**src/rtl/memory_controller_interface_pkg.sv**
```systemverilog
// Shared request/response types for the CPU-to-main-memory path, plus arbiter
// state and port-id types. Types only; no logic, no latency, no backpressure.
package memory_controller_interface;

    typedef struct packed {
        logic        valid;
        logic        we;
        logic [31:0] addr;
        logic [31:0] wdata;
        logic [3:0]  wstrb;
    } mci_request_t;

    typedef struct packed {
        logic        valid;
        logic [31:0] rdata;
    } mci_response_t;

    typedef enum logic [1:0] {
        ARB_IDLE    = 2'd0,
        ARB_ISSUE   = 2'd1,
        ARB_RESPOND = 2'd2
    } arb_state_e;

    typedef enum logic {
        PORT1 = 1'b0,
        PORT2 = 1'b1
    } mci_port_e;

endpackage

```
**src/rtl/mci_port_arbiter.sv**
```systemverilog
// Two-port (icache/dcache) to single main-memory arbiter, one transaction in flight.
// Grant edge + memory latency + one RESPOND cycle; requesters hold requests until their res.valid pulse.
module mci_port_arbiter
    import memory_controller_interface::*;
#(
    parameter int PRIORITY_MODE = 0
) (
    input  logic          i_clk,
    input  logic          i_reset,
    input  mci_request_t  mem_req_port1,
    output mci_response_t mem_res_port1,
    input  mci_request_t  mem_req_port2,
    output mci_response_t mem_res_port2,
    output mci_request_t  mem_req,
    input  mci_response_t mem_res
);

    arb_state_e   state_q, state_d;
    mci_port_e    last_grant_q, last_grant_d;
    mci_request_t mem_req_q, mem_req_d;
    logic [31:0]  rdata_q, rdata_d;
    logic         res1_vld_q, res1_vld_d;
    logic         res2_vld_q, res2_vld_d;
    mci_port_e    win;

    // Round-robin favours the port not granted last; fixed mode always favours the data port.
    function automatic mci_port_e sel_grant(input logic v1, input logic v2, input mci_port_e last);
        mci_port_e g;
        if (v1 && v2) begin
            if (PRIORITY_MODE == 1)
                g = PORT2;
            else
                g = (last == PORT1) ? PORT2 : PORT1;
        end else begin
            g = v2 ? PORT2 : PORT1;
        end
        return g;
    endfunction

    assign win = sel_grant(mem_req_port1.valid, mem_req_port2.valid, last_grant_q);

    always_comb begin
        state_d      = state_q;
        last_grant_d = last_grant_q;
        mem_req_d    = mem_req_q;
        rdata_d      = rdata_q;
        res1_vld_d   = 1'b0;
        res2_vld_d   = 1'b0;
        case (state_q)
            ARB_IDLE: begin
                if (mem_req_port1.valid || mem_req_port2.valid) begin
                    last_grant_d = win;
                    mem_req_d    = (win == PORT2) ? mem_req_port2 : mem_req_port1;
                    state_d      = ARB_ISSUE;
                end
            end
            ARB_ISSUE: begin
                if (mem_res.valid) begin
                    rdata_d         = mem_res.rdata;
                    mem_req_d.valid = 1'b0;
                    res1_vld_d      = (last_grant_q == PORT1);
                    res2_vld_d      = (last_grant_q == PORT2);
                    state_d         = ARB_RESPOND;
                end
            end
            ARB_RESPOND: state_d = ARB_IDLE;
            default:     state_d = ARB_IDLE;
        endcase
    end

    always_ff @(posedge i_clk or posedge i_reset) begin
        if (i_reset) begin
            state_q      <= ARB_IDLE;
            last_grant_q <= PORT1;
            mem_req_q    <= '0;
            rdata_q      <= '0;
            res1_vld_q   <= 1'b0;
            res2_vld_q   <= 1'b0;
        end else begin
            state_q      <= state_d;
            last_grant_q <= last_grant_d;
            mem_req_q    <= mem_req_d;
            rdata_q      <= rdata_d;
            res1_vld_q   <= res1_vld_d;
            res2_vld_q   <= res2_vld_d;
        end
    end

    assign mem_req       = mem_req_q;
    assign mem_res_port1 = '{valid: res1_vld_q, rdata: rdata_q};
    assign mem_res_port2 = '{valid: res2_vld_q, rdata: rdata_q};

endmodule

```
**config.mk**
```make
export PLATFORM = sky130hd
export DESIGN_NAME = mci_port_arbiter
export DESIGN_NICKNAME = d
export VERILOG_FILES = /design/src/rtl/memory_controller_interface_pkg.sv /design/src/rtl/mci_port_arbiter.sv
export SDC_FILE = /design/constraint.sdc
export NUM_CORES = 1
export LEC_CHECK = 0
export CORE_UTILIZATION = 30
export CTS_BUF_LIST = sky130_fd_sc_hd__clkbuf_8 sky130_fd_sc_hd__clkbuf_16
export CTS_CLUSTER_DIAMETER = 60
export DETAILED_ROUTE_END_ITERATION = 10
export GPL_TIMING_DRIVEN = 0
export HOLD_SLACK_MARGIN = 0.12
export PLACE_DENSITY_LB_ADDON = 0.3
export SKIP_CTS_REPAIR_TIMING = 1
export SYNTH_ARGS = -nofsm -noshare
export SYNTH_HDL_FRONTEND = slang
export SYNTH_SLANG_ARGS = --single-unit
export TNS_END_PERCENT = 50
```
**constraint.sdc**
```tcl
create_clock -name i_clk -period 3.6 [get_ports i_clk]
set_input_delay 0.36 -clock i_clk [delete_from_list [all_inputs] [get_ports i_clk]]
set_output_delay 0.36 -clock i_clk [all_outputs]
set_load 0.05 [all_outputs]
```
Word level (Yosys, flattened, before mapping)
Cells that the tools add are included.
- output and inout bits: 136
- input bits: 175
- memory bits (writable): 0
- logic and storage cells: 36
- latch bits: 0
- flip-flop bits (word level): 107
- ROM bits: 0
- memories kept: 0
- order comparisons: 0
- equality and inequality tests: 3
- divide/modulo/power cells: 0
- shifts and indexed selects: 0
- bitwise logic cells: 1
- reduce and logical (&&, ||, !) cells: 8
- mux-type cells: 14
- $add $sub $neg: 0
- multiply operators: 0
- operators by type and width (kind ; count):
    70-bit 2-to-1 mux ; 2
    1-bit 2-to-1 mux ; 8
    2-bit AND reduction ; 3
    2-bit 2-to-1 mux ; 2
    2-bit inequality test, second input constant ; 2
    2-bit case mux with 2 select lines ; 1
    3-bit AND reduction ; 1
    2-bit by 1-bit == test with 1-bit output, second input constant ; 1
    2-bit logical NOT ; 1
    1-bit case mux with 2 select lines ; 1
    2-bit nonzero test ; 1
    1-bit logical AND ; 1
    1-bit logical OR ; 1
    1-bit NOT ; 1

Longest topological paths before layout
Gate-level depths: netlist (run 1).
- depth after elaboration: 5
- gate-level depth with buffers: 5
- gate-level depth less buffers: 3

Worst setup path after synthesis (run 1)
Ideal clock, no wire load.
- path kind: input to register
- start: input mem_req_port2[69] (netlist bit)
- end: register mem_req_q, in the netlist mem_req[10]
- slack: 2.091 ns
- data arrival time: 1.384 ns
- cell stages on the path: 5
- buffers on the path: 2
- required time: 3.475 ns
- cells stage by stage: a21bo_1 > buf_6 > buf_8 > mux2_4 > mux2_4
- longest elaborated chain between the ends: 3
- elaborated cells on any way between the ends: 6
- ends and longest elaborated chain (what ; line ; source):
    start, declared ; mci_port_arbiter.sv:12 ; input mci_request_t mem_req_port2,
    1-bit 2-to-1 mux / 1-bit logical AND (equally long branches) ; mci_port_arbiter.sv:35, mci_port_arbiter.sv:29 ;
    1-bit 2-to-1 mux ; mci_port_arbiter.sv:29 ; if (v1 && v2) begin
    70-bit 2-to-1 mux ; mci_port_arbiter.sv:53 ; mem_req_d = (win == PORT2) ? mem_req_port2 : mem_req_port1;
    end signal, assigned ; mci_port_arbiter.sv:82 ; mem_req_q <= mem_req_d;
    end, declared ; mci_port_arbiter.sv:20 ; mci_request_t mem_req_q, mem_req_d;
Parallel ways exist; a longest one is shown, timed or not.
A chain may end at the register's enable or synchronous reset.

Worst setup path after layout (run 1)
- start: register rdata_q[4]
- end: output mem_res_port2[4] (netlist bit)
- RTL lines (what ; line ; source):
    start, declared ; mci_port_arbiter.sv:21 ; logic [31:0] rdata_q, rdata_d;
    start signal, assigned ; mci_port_arbiter.sv:83 ; rdata_q <= rdata_d;
    end, declared ; mci_port_arbiter.sv:13 ; output mci_response_t mem_res_port2,
No word-level cell between the ends.

==> flow_summary.toml, run 1 <==
[yosys]
synth_seq_cells = 107
ys_warn_count = 0
synth_area_um2 = 5640
yosysSeqAreaShare_pct = 47.5
synth_cell_types = 17
synth.net_count = 518
syn_area_per_cell_um2 = 16.4
synthCells = 343

[sta]
max_freq_mhz = 499
maxSlewHeadroom_pct = 56.8
drv_slew = 0
final-setup-viol-count = 0
fin_skew_ps = 8.18
hold_violations = 0
rsz0062_at_grt = "false"
setup_slack_ps = 1590
tightest_slew_ps = 648
period_minus_slack_ps = 2010
timing.final.crit_share_pct = 55.7

[critical_path]
critPathMaxFanout = 3
crit_arrival_ps = 1650
critPathKind = "reg2out"
endpoint_kind = "output port"
cp_data_required_time_ps = 3240
startpoint_type = "register"

[clock_tree]
htreeDepth = 3
cts.sinks = 107
cts-root-buf = "clkbuf_16"
clockBufferDepth = 2
path_clk_slew_ps = 70
worstSkewPairLatency_ps = 350
cts_tree = "done"
cts_buffers = 9

[floorplan]
fp.dieW_um = 139
row_count = 49
ios = 311
start_util_pct = 31.0
core_area_um2 = 18200
die_area_um2 = 19300
die-height_um = 139

[place]
place_area_um2 = 9060
place.gp.congestion = 0.786
numPortBuffers = 310
hpwl_um = 11400
pre_cts_slack_ps = 1310

[route]
drtPass1Iterations = 9
wl_per_cell_um = 16.3
vias = 3856
drc = 25
drtAntennaViolNets = 0
viasPerCell = 4.29
drt-total-wl_um = 14700
drt_iter0_drc = 140

[global_routing]
grt_max_degree = 59
antenna_found_initial = 0
grt_pass1_wl_um = 23200
grt_remaining_overflow = 0
grt_util_all_layers_pct = 15.5
grt_pass1_vias = 4193

[power]
share_seq_of_total_power_pct = 22.5
internal-power_uw = 5160
ir_drop_uv = 595
p_leak_uw = 0.00419
power_density_nw_per_um2 = 1060
clockPowerShare_pct = 9.8
power.net_switching_uw = 4700
pwr-share-comb_pct = 67.7
switching_share_pct = 47.6

[min_path]
min_path_type = "in2async"

[finish]
nFillCells = 1537
fin_nets = 840
layout-drive-gt1-share_pct = 36.1
final_common_cell = "clkdlybuf4s50_1"
syn_to_final_growth_pct = 65.8
diodes = 0
stdcell_area_um2 = 9350
multiInputGateArea_um2 = 2500
regArea_um2 = 2680
most-common-layout-cells = "clkdlybuf4s50_1 (310), mux2_4 (136), dfrtp_1 (107)"

[outcome]
status = "finished, violations left"
violations = "design-rule violations"

[job]
drv_cap = 0
[critical path, stage by stage, from the launching register on]
cell	delay, ps
dfrtp_1	390
buf_4	120
clkdlybuf4s50_1	790
[cell families after synthesis]
logic type,count (synthesis),synth area share [%]
mux,171,43.2
simple gates,7,0.866
buf+inv,56,8.12
flops,107,47.5
compound gates,2,0.311
[power groups by stage]
| stage | combinational [uW] | sequential, uW | clock, uW |
|---|---|---|---|
| final | 6680 | 2220 | 964 |
| after floorplan | 2560 | 4250 | 0 |
| after global routing | 6910 | 2310 | 1050 |
| after CTS | 6740 | 2230 | 1000 |
| after global placement | 6680 | 2220 | 0 |
| after detailed placement | 6720 | 2240 | 0 |
[layer usage]
metal | share of wire [%] | track usage [%] | vias to the layer above
met5 | 0 | 0 | -
met4 | 1.7 | 5.50 | 0
met3 | 8.5 | 4.32 | 19
met2 | 50 | 27.1 | 191
met1 | 40 | 18.2 | 1837
li1 | - | - | 1809
[synthesized netlist by cell type (all sizes together)]
cell type  count  share of area, %
mux2         170                43
dfrtp        107                48
buf           53               7.9
inv            3              0.20
nor2           3              0.20
a21bo          1              0.18
a21o           1              0.13
mux2i          1              0.18
nand3b         1              0.13
nor3           1              0.29
nor3b          1              0.13
or2            1              0.11
[final timing paths]
path / slack, ps / startpoint / cells after the start / endpoint
max: 1590 / rdata_q[4] / 2 / mem_res_port2[4]
min in group i_clk: 480 / last_grant_q / 1 / res1_vld_q
max reg2reg: 1850 / state_q[1] / 3 / mem_req[2]
max in group asynchronous: 2430 / i_reset / 3 / rdata_q[31]
min reg2reg: 480 / last_grant_q / 1 / res1_vld_q
min: 460 / i_reset / 2 / mem_req[43]
[per-stage QoR]
stage / utilization (%) / std cells / TNS (ps) / total power [uW] / hold slack, ps
detailed placement: 49.7 / 883 / 0 / 8960 / 465
finish: 51.3 / 899 / 0 / 9860 / 457
floorplan: - / 343 / 0 / 6820 / 427
global route: 51.3 / 899 / 0 / 10300 / 497
CTS: 51.3 / 899 / 0 / 9980 / 478
global placement: 49.6 / 882 / -121460 / 8890 / 452
[final cells by class]
class                   instances  share of cell area, %
plain buffers                  53                   4.78
clock buffers                  11                   2.70
clock inverters                 5                  0.388
inverters                       3                  0.147
multi-input cells             180                   26.8
flip-flops and latches        107                   28.7
well taps                     229                   3.07
repair buffers                311                   33.5
[state kept, by name, indices dropped and copies added, names as in the netlist]
signal and flops:
res1_vld_q 1, res2_vld_q 1, mem_req 70, state_q 2, last_grant_q 1, rdata_q 32
(Power assumes the default switching activity.)
==> run 2: changes to the inputs <==
clock period = 1.7 ns   (was 3.6 ns; I/O delays follow)
==> flow_summary.toml, run 2 (same netlist as run 1, synthesis figures left out) <==
[outcome]
status = "finished, violations left"
violations = "design-rule violations"

[clock_tree]
cts.sinks = 107
htreeDepth = 3
cts-root-buf = "clkbuf_16"
clockBufferDepth = 2
worstSkewPairLatency_ps = 350
cts_tree = "done"
cts_buffers = 9
path_clk_slew_ps = 80

[finish]
layout-drive-gt1-share_pct = 36.6
syn_to_final_growth_pct = 72.8
finalNonFillerCells = 904
fin_nets = 845
diodes = 0
most-common-layout-cells = "clkdlybuf4s50_1 (174), mux2_4 (136), dlymetal6s2s_1 (136)"
final_common_cell = "clkdlybuf4s50_1"
largest_reg_flops = 70
regArea_um2 = 2680
nFillCells = 1451
multiInputGateArea_um2 = 2500

[power]
ir_drop_uv = 987
internal-power_uw = 10900
share_seq_of_total_power_pct = 22.5
power.net_switching_uw = 9880
switching_share_pct = 47.5
pwr-share-comb_pct = 67.5
p_leak_uw = 0.00551
clockPowerShare_pct = 10.1
power_density_nw_per_um2 = 2140

[sta]
final-setup-viol-count = 0
setup_tns_ps = 0
maxSlewHeadroom_pct = 53.9
max_freq_mhz = 622
fin_skew_ps = 11.2
rsz0062_at_grt = "false"
timing.final.crit_share_pct = 94.6
hold_violations = 0
period_minus_slack_ps = 1610
tightest_slew_ps = 690
drv_slew = 0

[min_path]
min_path_type = "in2async"

[route]
drtPass1Iterations = 7
drtAntennaViolNets = 0
drt_iter0_drc = 117
vias = 3942
wl_per_cell_um = 16.7
drt-total-wl_um = 15100
viasPerCell = 4.36
drc = 25

[place]
dp.cells = 884
place.gp.congestion = 0.771
numPortBuffers = 310
hpwl_um = 11500

[critical_path]
cpLargestDelayFamily = "multiplexers"
path_buf_inv = 2
worst_path_most_repeated_cell = "mux2_4"
startpoint_type = "register"
max_stage_delay_ps = 400
critPathKind = "reg2reg"
cp_data_required_time_ps = 1920
crit_arrival_ps = 1830
crit_slowest_cell = "dfrtp_1"
path_cells = "a21bo_1 > buf_6 > buf_8 > mux2_4 > mux2_4"
endpoint_kind = "register"
critPathMaxFanout = 10

[floorplan]
row_count = 49
start_util_pct = 31.0
ios = 311
core_area_um2 = 18200
die_area_um2 = 19300
die-height_um = 139
fp.dieW_um = 139

[global_routing]
grt_remaining_overflow = 0
grt_pass1_vias = 4248
grt_pass1_wl_um = 23300
antenna_found_initial = 0
grt_max_degree = 43
grt_util_all_layers_pct = 15.6

[job]
drv_cap = 0
==> run 2: cell count changes in the layout (fill, tap and decap cells not counted) <==
cell | previous run | this run
clkdlybuf4s50_1 | 310 | 174
dlymetal6s2s_1 | 0 | 136
buf_4 | 40 | 44
clkinv_2 | 0 | 3
buf_12 | 1 | 3
inv_6 | 2 | 0
buf_16 | 1 | 0
buf_2 | 5 | 4
bufinv_16 | 0 | 1
clkbuf_4 | 0 | 1
clkbuf_8 | 2 | 1
inv_4 | 1 | 0
==> run 2: final cells by class <==
| class | instances | area share [%] |
|---|---|---|
| multi-input combinational | 180 | 25.7 |
| tap | 229 | 2.94 |
| buffer | 53 | 4.61 |
| timing repair buffer | 316 | 36.1 |
| clock buffer | 10 | 2.45 |
| sequential | 107 | 27.5 |
| clock inverter | 6 | 0.578 |
| inverter | 3 | 0.154 |
==> run 2: final timing paths <==
check / startpoint / to / slack [ps] / cells after the start
min in group i_clk: mem_res[13] / rdata_q[13] / 430 / 2
hold / removal: i_reset / mem_req[43] / 270 / 2
setup / recovery: last_grant_q / mem_req[33] / 90 / 5
setup reg to reg: last_grant_q / mem_req[33] / 90 / 5
max in group asynchronous: i_reset / mem_req[8] / 790 / 3
hold reg to reg: mem_req[69] / mem_req[69] / 480 / 1
==> run 2: power by group through the flow <==
stage               Combinational [uW]  Sequential (uW)  Clock [uW]
detailed placement               14200             4740           0
CTS                              14200             4730        2160
global placement                 14100             4690           0
floorplan                         5430             9010           0
global route                     14500             4840        2260
finish                           14000             4670        2090
==> run 2: worst register-to-register path: stages, from the launching register on <==
cell	delay, ps
dfrtp_1	400
a21bo_1	180
buf_6	160
buf_8	180
mux2_4	320
mux2_4	260
==> run 2: through the flow <==
step                      cell area, um^2  power (uW)  setup slack [ps]  hold WS (ps)  utilization [%]
after floorplan                      5640       14400               209           320                -
after global placement               9030       18800              -855           445             49.6
after detailed placement             9070       19000              -381           469             49.8
after CTS                            9370       21100              -168           280             51.4
after global routing                 9740       21600              2.63           325             53.5
final                                9740       20800              91.1           270             53.5
==> run 2: metal layers <==
metal	vias to the layer above	routed length, um	track usage [%]
met5	-	0	0
met4	0	240	5.44
met3	16	1200	4.42
met2	188	7730	27.3
met1	1918	5940	18.3
li1	1820	-	-
==> run 3: changes to the inputs <==
HOLD_SLACK_MARGIN = 0.05   (was 0.12)
SKIP_LAST_GASP = 1   (was not set)
==> flow_summary.toml, run 3 (same netlist as run 1, synthesis figures left out) <==
[route]
drt_iter0_drc = 125
wl_per_cell_um = 16.4
viasPerCell = 4.35
drtPass1Iterations = 9
vias = 3932
drc = 25
drt-total-wl_um = 14800
drtAntennaViolNets = 0

[finish]
final_core_util_pct = 52.1
diodes = 0
most-common-layout-cells = "clkdlybuf4s50_1 (273), mux2_4 (136), dfrtp_1 (107)"
fin_nets = 845
final_common_cell = "clkdlybuf4s50_1"
syn_to_final_growth_pct = 68.3
layout-drive-gt1-share_pct = 36.6
largest_reg_flops = 70

[power]
power_uw = 20900
p_leak_uw = 0.00459
power_density_nw_per_um2 = 2210
ir_drop_uv = 1270

[clock_tree]
htreeDepth = 3
cts_buffers = 9
path_clk_slew_ps = 80
cts_tree = "done"
clockBufferDepth = 2
cts-root-buf = "clkbuf_16"
worstSkewPairLatency_ps = 350
cts.sinks = 107

[floorplan]
start_util_pct = 31.0
ios = 311
core_area_um2 = 18200
row_count = 49
die-height_um = 139
die_area_um2 = 19300
fp.dieW_um = 139

[sta]
fin_skew_ps = 11.5
maxSlewHeadroom_pct = 54.2
period_minus_slack_ps = 1720
tightest_slew_ps = 686
rsz0062_at_grt = "true"
final-setup-viol-count = 20
setup_slack_ps = -24.5
drv_slew = 0
timing.final.crit_share_pct = 101
max_freq_mhz = 580
hold_violations = 0

[critical_path]
path_cells = "clkdlybuf4s50_1"
endpoint_kind = "output port"
critPathMaxFanout = 3
r2r.worst_path.cells = 5
critPathKind = "reg2out"
path_buf_inv = 1
reg2reg_to = "mem_req[33]"
regToRegStartpoint = "last_grant_q"
cp_data_required_time_ps = 1530
crit_arrival_ps = 1550
startpoint_type = "register"
cpLargestDelayFamily = "buffers and inverters"
max_stage_delay_ps = 820
timing.critical_path.from = "rdata_q[27]"
rrSetupSlack_ps = 90
cp-endpoint = "mem_res_port1[27]"
cp.depth = 1
crit_slowest_cell = "clkdlybuf4s50_1"

[global_routing]
grt_remaining_overflow = 0
grt_pass1_vias = 4248
grt_pass1_wl_um = 23300
grt_util_all_layers_pct = 15.6
antenna_found_initial = 0
grt_max_degree = 43

[place]
numPortBuffers = 310
hpwl_um = 11500
place.gp.congestion = 0.771

[outcome]
violations = "design-rule violations, negative setup slack"
status = "finished, violations left"

[job]
drv_cap = 0

[min_path]
min_path_type = "in2async"
run 3: cell count changes in the layout (fill, tap and decap cells not counted):
cell / delta
clkbuf_4: -1
dlymetal6s2s_1: -99
clkdlybuf4s50_1: +99
buf_2: +1
run 3: worst min-delay path by stage:
| stage | from | endpoint | slack, ps | cells after the start |
|---|---|---|---|---|
| finish | i_reset | mem_req[43] | 270 | 2 |
| global route | i_reset | mem_req[42] | 330 | 2 |
| CTS | i_reset | mem_req[42] | 280 | 2 |
| detailed placement | last_grant_q | res1_vld_q | 470 | 1 |
| global placement | last_grant_q | res1_vld_q | 440 | 1 |
| floorplan | mem_res[17] | rdata_q[17] | 320 | 1 |
run 3: metal layers:
metal / vias to the layer above / wire length (um) / global-route usage (%)
met1: 1905 / 5870 / 18.3
met4: 0 / 242 / 5.44
li1: 1822 / - / -
met5: - / 0 / 0
met2: 189 / 7500 / 27.3
met3: 16 / 1190 / 4.42
run 3: power by group:
group	total [uW]	switching, uW	internal [uW]	leakage [uW]
combinational	14100	8110	6010	0.00318
sequential	4710	851	3850	0.00126
clock	2100	926	1170	0.000149
run 3: through the flow:
stage / hold WS (ps) / area, um^2 / TNS [ps] / instances / setup slack [ps]
floorplan: 320 / 5640 / 0 / 343 / 209
detailed placement: 469 / 9070 / -21920 / 884 / -381
CTS: 280 / 9370 / -8190 / 900 / -168
global route: 325 / 9490 / -3670 / 904 / -71.9
global placement: 445 / 9030 / -110860 / 882 / -855
finish: 268 / 9490 / -151 / 904 / -24.5
run 3: final cells by class:
cell class | count | area [um^2]
fillers | 1489 | 8720
repair buffers | 316 | 3270
flip-flops and latches | 107 | 2680
multi-input cells | 180 | 2500
plain buffers | 53 | 447
well taps | 229 | 287
clock buffers | 10 | 239
clock inverters | 6 | 56.3
inverters | 3 | 15.0
